===== config.mk =====
export PLATFORM = sky130hd
export DESIGN_NAME = if_fetch_queue
export DESIGN_NICKNAME = d
export VERILOG_FILES = /design/src/rtl/if_fetch_queue.sv
export SDC_FILE = /design/constraint.sdc
export NUM_CORES = 1
export LEC_CHECK = 0
export ABC_AREA = 1
export ABC_CLOCK_PERIOD_IN_PS = 8000
export CORE_UTILIZATION = 46
export CTS_CLUSTER_SIZE = 25
export DETAILED_ROUTE_END_ITERATION = 6
export GPL_TIMING_DRIVEN = 0
export MAX_ROUTING_LAYER = met4
export PLACE_DENSITY = 0.68
export SETUP_SLACK_MARGIN = 0.05
export SLEW_MARGIN = 20
export SYNTH_ARGS = -nofsm -noshare
export SYNTH_HDL_FRONTEND = slang
export SYNTH_SLANG_ARGS = --single-unit

===== constraint.sdc =====
create_clock -name in_clk -period 8 [get_ports in_clk]
set_input_delay 1.6 -clock in_clk [delete_from_list [all_inputs] [get_ports in_clk]]
set_output_delay 1.6 -clock in_clk [all_outputs]
set_load 0.03 [all_outputs]

===== src/rtl/if_fetch_queue.sv =====
// rtl/if_fetch_queue.sv - instruction fetch unit feeding a circular instruction queue
// Issues aligned icache reads, enqueues one-cycle-late responses and presents the queue head to decode.
module if_fetch_queue #(
  parameter int          FETCH_WIDTH = 2,
  parameter int          IMEM_AW     = 8,
  parameter int          QDEPTH      = 4,
  parameter logic [31:0] RESET_PC    = 32'h0000_0000
) (
  input  logic                     in_clk,
  input  logic                     in_rst,
  input  logic                     in_redirect,
  input  logic [31:0]              in_redirect_pc,
  output logic                     out_imem_en,
  output logic [IMEM_AW-1:0]       out_imem_addr,
  input  logic [32*FETCH_WIDTH-1:0] in_imem_rdata,
  output logic [FETCH_WIDTH-1:0]   out_valid,
  output logic [32*FETCH_WIDTH-1:0] out_instr,
  output logic [32*FETCH_WIDTH-1:0] out_pc_plus4,
  input  logic [1:0]               in_take
);

  localparam int          PW          = $clog2(QDEPTH);
  localparam int          CW          = PW + 1;
  localparam logic [31:0] GROUP_BYTES = 32'(4 * FETCH_WIDTH);

  logic [31:0]   r_fpc;
  logic [CW-1:0] r_count;
  logic [PW-1:0] r_rd_ptr;
  logic [PW-1:0] r_wr_ptr;
  logic          r_inflight;
  logic          r_infl_skip;
  logic [31:0]   r_infl_pc;
  logic [31:0]   r_q_instr [QDEPTH];
  logic [31:0]   r_q_pcp4  [QDEPTH];

  logic [CW-1:0] w_infl_words;
  logic [CW-1:0] w_deq;
  logic          w_room;
  logic          w_issue;
  logic          w_skip;
  logic [31:0]   w_group;
  logic [31:0]   w_src [FETCH_WIDTH];

  assign w_infl_words = r_inflight ? (r_infl_skip ? CW'(1) : CW'(FETCH_WIDTH)) : '0;

  always_comb begin
    w_deq = CW'(in_take);
    if (w_deq > r_count) w_deq = r_count;
    if (w_deq > CW'(FETCH_WIDTH)) w_deq = CW'(FETCH_WIDTH);
  end

  // Space check credits this cycle's dequeue so a full-rate consumer never stalls fetch.
  assign w_room  = (int'(r_count) - int'(w_deq) + int'(w_infl_words) + FETCH_WIDTH) <= QDEPTH;
  assign w_issue = !in_rst && !in_redirect && w_room;
  assign w_skip  = (FETCH_WIDTH == 2) && r_fpc[2];
  assign w_group = r_fpc & ~(GROUP_BYTES - 32'd1);

  assign out_imem_en   = w_issue;
  assign out_imem_addr = w_group[IMEM_AW+1:2];

  for (genvar k = 0; k < FETCH_WIDTH; k++) begin : g_slot
    logic [PW-1:0] w_idx;
    assign w_idx    = r_rd_ptr + PW'(k);
    // An odd-word group delivers only the upper word, which lands in the first free entry.
    assign w_src[k] = (r_infl_skip && k == 0) ? in_imem_rdata[32*(FETCH_WIDTH-1) +: 32]
                                              : in_imem_rdata[32*k +: 32];
    assign out_valid[k]             = r_count > CW'(k);
    assign out_instr[32*k +: 32]    = out_valid[k] ? r_q_instr[w_idx] : 32'h0;
    assign out_pc_plus4[32*k +: 32] = out_valid[k] ? r_q_pcp4[w_idx]  : 32'h0;
  end

  always_ff @(posedge in_clk) begin
    if (in_rst) begin
      r_fpc      <= RESET_PC;
      r_count    <= '0;
      r_rd_ptr   <= '0;
      r_wr_ptr   <= '0;
      r_inflight <= 1'b0;
    end else if (in_redirect) begin
      r_fpc      <= {in_redirect_pc[31:2], 2'b00};
      r_count    <= '0;
      r_rd_ptr   <= '0;
      r_wr_ptr   <= '0;
      r_inflight <= 1'b0;
    end else begin
      for (int k = 0; k < FETCH_WIDTH; k++) begin
        if (CW'(k) < w_infl_words) begin
          r_q_instr[r_wr_ptr + PW'(k)] <= w_src[k];
          r_q_pcp4[r_wr_ptr + PW'(k)]  <= r_infl_pc + 32'(4 * k + 4);
        end
      end
      r_wr_ptr    <= r_wr_ptr + PW'(w_infl_words);
      r_rd_ptr    <= r_rd_ptr + PW'(w_deq);
      r_count     <= r_count + w_infl_words - w_deq;
      r_inflight  <= w_issue;
      r_infl_skip <= w_skip;
      r_infl_pc   <= r_fpc;
      if (w_issue) r_fpc <= w_group + GROUP_BYTES;
    end
  end

endmodule


# After elaboration in Yosys (flattened, before gate mapping)
# Memories as Yosys holds them, arrays and structs flattened. A register that Yosys moved wholly into a read port is not among the register bits.
# Index checks and enable logic that the tools add are counted.
# classes
addsub	12
magnitude_cmp	7
muxes	21
bitwise_logic	2
n_reduce_logical	7
# ops
operator	n
2-to-1 mux 32 bit	7
adder 32 x 4 -> 32 bit, second input constant	2
adder 32 x 3 -> 32 bit, second input constant	1
2-to-1 mux 1 bit	8
2-to-1 mux 2 bit	4
adder 5 x 3 -> 6 bit, second input constant	1
greater-than comparator 3 x 1 -> 1 bit, second input constant	2
<= comparator 6 x 4 -> 1 bit, second input constant	1
2-to-1 mux 3 bit	2
adder 4 x 3 -> 5 bit	1
adder 2 x 1 -> 2 bit, second input constant	2
adder 2 bit	2
< comparator 1 x 2 -> 1 bit, first input constant	2
subtractor 3 x 3 -> 4 bit	1
adder 3 x 2 -> 3 bit	1
greater-than comparator 2 x 3 -> 1 bit	1
greater-than comparator 3 x 2 -> 1 bit, second input constant	1
subtractor 3 bit	1
logical AND 1 bit	2
zero test 1 bit	2
NOT 1 bit	2
AND reduction 2 bit	1
nonzero test 2 bit	1
OR reduction 2 bit	1
# totals
ff_bits	73
ram_bits	256
inputBits	101
output_inout_bits	139
wordCells	59
n_memories	2
# memory_table
memory	depth	word_bits	rd	rd_clocked_by_memory_dff	wr	line	rtl
r_q_instr	4	32	2	1	2	33	logic [31:0] r_q_instr [QDEPTH];
r_q_pcp4	4	32	2	1	2	34	logic [31:0] r_q_pcp4 [QDEPTH];

# Depth between registers and ports, before layout
# Gate-level depths: netlist of the first run.
# depth
word_depth	11
mapped_depth	26
ltp_nobuf	25

# Worst setup path before layout of the first run
# Ideal clock, no wire load.
# synth_path
kind	input-to-output
start	in in_take[1]
end	out out_imem_en
arrival_time_ns	5.292
t_required_ns	6.400
path_slack_ns	1.108
cell_stages	20
n_path_buf	1
path_cell_list	ha_1 a21oi_1 o21ai_0 o21ai_0 nand2_1 inv_1 ha_1 fa_1 ha_1 inv_1 ha_1 fa_1 inv_1 ha_1 and2_1 nand2_1 nand2_1 nand2_1 buf_2 inv_1
# synth_via
elab_chain_cells	9
# synth_rtl
item	line	rtl
start: declaration	19	input logic [1:0] in_take
greater-than comparator 2 x 3 -> 1 bit	48	if (w_deq > r_count) w_deq = r_count;
2-to-1 mux 3 bit *	48	
greater-than comparator 3 x 2 -> 1 bit	49	if (w_deq > CW'(FETCH_WIDTH)) w_deq = CW'(FETCH_WIDTH);
2-to-1 mux 3 bit *	49	
subtractor 3 x 3 -> 4 bit *	53	assign w_room = (int'(r_count) - int'(w_deq) + int'(w_infl_words) + FETCH_WIDTH) <= QDEPTH;
adder 4 x 3 -> 5 bit *	53	
adder 5 x 3 -> 6 bit *	53	
<= comparator 6 x 4 -> 1 bit *	53	
logical AND 1 bit *	54	assign w_issue = !in_rst && !in_redirect && w_room;
end: declaration	13	output logic out_imem_en,
# Mark *: on every way between the ends. The rest lies on a longest branch, timed or not.

# Worst setup path in the final report of the first run
# layout_path
start	in in_take[0]
end	out out_imem_en
# The elaborated chain is that of the path after synthesis.

==> results of run 1 <==
## sequential cells by signal, indices dropped and copies added, names as in the netlist
signal / count
r_rd_ptr: 2
r_wr_ptr: 2
r_q_instr: 128
r_infl_pc: 30
r_inflight: 1
r_fpc: 30
r_count: 3
r_q_pcp4: 120
## cell type report
type                            instances  area (sq um)  area share (%)
Antenna cell                            1         2.502         0.01021
Inverter                              235         884.6           3.608
Multi-Input combinational cell       1954          9258           37.76
Clock buffer                           48          1062           4.333
Clock inverter                         23         284.0           1.159
Sequential cell                       316          9109           37.16
Tap cell                              585         732.0           2.986
Timing Repair Buffer                  235          2389           9.743
Buffer                                175         794.5           3.241
## placed cells by master, fill, tap and decap left out, drive strengths merged
cell type and count:
nand4 8, edfxtp 278, a31oi 55, clkdlybuf4s50 229, xnor2 11, a22oi 25, dlygate4sd2 1, a21oi 100
ha 17, clkinvlp 2, dfxtp 38, conb 6, fa 4, nand3b 5, bufinv 6, a41oi 3
nor3 9, nor2 282, o21ai 344, xor2 26, and2 2, nand2 861, and2b 1, buf 91
clkbuf 137, diode 1, o211ai 60, clkinv 14, inv 236, nand3 122, or2 13
## per-stage QoR
step	cells	setup TNS [ns]	cell area, sq um
after floorplan	2680	0	20000
after global placement	3495	-0.5703	23030
after detailed placement	3499	-0.6554	23150
after CTS	3570	0	24500
after global routing	3571	0	24510
final	3572	0	24510
## cell usage after synthesis, types with 5 or more instances
master    instances  area share (%)
nand2_1         856              16
o21ai_0         329             8.2
edfxtp_1        278              42
nor2_1          268             5.0
inv_1           225             4.2
nand3_1         118             3.0
a21oi_1         100             2.5
clkbuf_1         87             1.6
o211ai_1         60             2.3
buf_2            58             1.5
a31oi_1          55             1.7
dfxtp_1          38             3.8
a22oi_1          25            0.94
xor2_1           22            0.96
ha_1             17             1.1
buf_4            14            0.53
o21ai_1          14            0.35
buf_1            13            0.24
or2_2            13            0.41
xnor2_1          11            0.48
inv_2             8            0.15
nand4_1           7            0.22
nor2_4            6            0.34
nor3_2            6            0.30
nand2_2           5            0.16
nand3b_1          5            0.19
nor2_2            5            0.16
## kinds of logic (layout without fill, tap and decap cells)
group / count (synthesis) / in the layout / share of synthesized area, %
AO/OA/AOI/OAI: 587 / 587 / 16.18
XOR/XNOR: 37 / 37 / 1.772
adder cells (fa/ha/maj): 21 / 21 / 1.465
buffers and inverters: 410 / 716 / 8.389
flip-flops: 316 / 316 / 45.58
other: 2 / 7 / 0.03758
AND/OR/NAND/NOR: 1303 / 1303 / 26.58
## critical path: stages
cell,delay (ns)
clkdlybuf4s50_1,0.48
inv_1,0.05
ha_1,0.28
a21oi_1,0.16
o21ai_2,0.11
o21ai_2,0.16
nand2_1,0.07
inv_1,0.11
ha_1,0.20
fa_1,0.43
ha_1,0.28
inv_1,0.04
ha_1,0.21
fa_1,0.36
inv_1,0.08
ha_1,0.22
and2_1,0.15
nand2_1,0.15
nand2_1,0.12
nand2_2,0.16
buf_4,0.24
inv_1,0.07
dlygate4sd2_1,0.36
## worst min-delay path by stage
stage	startpoint	endpoint	slack (ns)	depth (start not counted)
floorplan	r_fpc[2]	r_infl_pc[2]	0.41	0
global placement	r_fpc[2]	r_infl_pc[2]	0.42	0
detailed placement	r_fpc[2]	r_infl_pc[2]	0.43	0
CTS	r_fpc[2]	r_infl_pc[2]	0.44	0
global route	r_fpc[2]	r_infl_pc[2]	0.47	0
finish	r_fpc[2]	r_infl_pc[2]	0.45	0
## where the power goes
group,switching [mW],internal [mW]
clock,0.734,1.14
combinational,2.30,1.12
sequential,0.133,1.95
## timing repair
item,CTS,global route
setup endpoints to repair,1,1
pin swaps,0,1
buffers inserted,0,1
gates cloned,0,0
resized for setup,5,2
## layer usage
metal	GRT usage, %	part of all wire, %	up-vias
li1	-	-	9432
met1	41.90	36	9552
met2	57.80	47	1415
met3	5.930	11	273
met4	19.37	5.5	0
met5	-	0	-
==> results.sh, run 1 <==
export IMPL_outcome="completed"
export IMPL_min_period_ns=7.705
export IMPL_rr_worst_depth=23
export IMPL_total_power_mw=7.373
export IMPL_ys_warn_count=0
export IMPL_grt_overflow=0
export IMPL_antenna_found_initial=0
export IMPL_design_core_area_sq_um=42980
export IMPL_gp_routability_congestion=0.9892
export IMPL_endpoint="out_imem_en"
export IMPL_route_detailed_drc=0
export IMPL_r2r_end="r_fpc[4]"
export IMPL_path_max_fanout=10
export IMPL_worstPathArrival_ns=6.10
export IMPL_ys_flop_type="edfxtp_1"
export IMPL_grt_pass1_wl_um=113900
export IMPL_grtUsageTotal_pct=35.45
export IMPL_maxCapViolCount=0
export IMPL_dp_hpwl_um=55220
export IMPL_clock_fmax_mhz=129.8
export IMPL_insertion_delay_ns=0.57
export IMPL_worstSetupPathType="primary input to output pin"
export IMPL_dr_pass1_iters=6
export IMPL_drive_above_1_share_pct=6.832
export IMPL_clockBufferDepth=3
export IMPL_grt_max_degree=35
export IMPL_required_ns=6.40
export IMPL_critPathLaunchType="primary input"
export IMPL_wl_per_cell_um=21.88
export IMPL_wl_um=78160
export IMPL_numCtsBuffers=39
export IMPL_dieArea_sq_um=44290
export IMPL_cts_hold_buf=0
export IMPL_start_util_pct=46.50
export IMPL_fin_nets=3078
export IMPL_area_growth_syn_to_layout_pct=22.66
export IMPL_vdd_drop_max_mv=0.1963
export IMPL_cp_startpoint="in_take[0]"
export IMPL_p_leak_nw=9.909
export IMPL_ios=240
export IMPL_synth_cell_type_count=42
export IMPL_hold_violations=0
export IMPL_fin_crit_sh_pct=96.31
export IMPL_p_per_area_nw_per_um2=300.7
export IMPL_viasPerCell=5.787
export IMPL_via_count=20670
export IMPL_cts_tree="done"
export IMPL_reg2reg_slack_ns=3.35
export IMPL_hold_slack_ns=0.4461
export IMPL_postRouteAntennaNets=0
export IMPL_avgSynthCellArea_sq_um=7.468
export IMPL_final_core_util_pct=57.04
export IMPL_n_fill_cell=3991
export IMPL_synth_cells=2676
export IMPL_hold_class="flop to flop"
export IMPL_dp_slack_ns=-0.6554
export IMPL_ys_ff_latch=316
export IMPL_cts_root_buffer="clkbuf_16"
export IMPL_setup_slack_ns=0.2951
export IMPL_chipHeight_um=210.4
export IMPL_clk_pin_slew_ns=0.05
export IMPL_slew_headroom_pct=25.10
export IMPL_cts_sinks=316
export IMPL_ys_seq_area_share_pct=45.58
export IMPL_slew_viol_final=0
export IMPL_r2r_start="r_count[1]"
export IMPL_rsz0062_at_grt="no"
export IMPL_netlist_area_sq_um=19990
export IMPL_worstMarginPinSlew_ns=1.124
export IMPL_grt_pass1_vias=19580
export IMPL_h_tree_depth=2
export IMPL_async_flop_share_pct=0
export IMPL_worst_clock_skew_ns=0.02632
export IMPL_initialDrtViolationCount=2531
export IMPL_setup_violations=0
export IMPL_port_buffers=230
export IMPL_cp_end_kind="output pin"
export IMPL_synth_edf_count=278
export IMPL_die_x_um=210.4
export IMPL_rows=76
Note: power is estimated with default switching activity, not from simulation.
==> run 2: changes to the inputs <==
CAP_MARGIN = 20   (was not set)
==> results of run 2 <==
No change in the layout: final DEF, timing and power equal those of run 1.
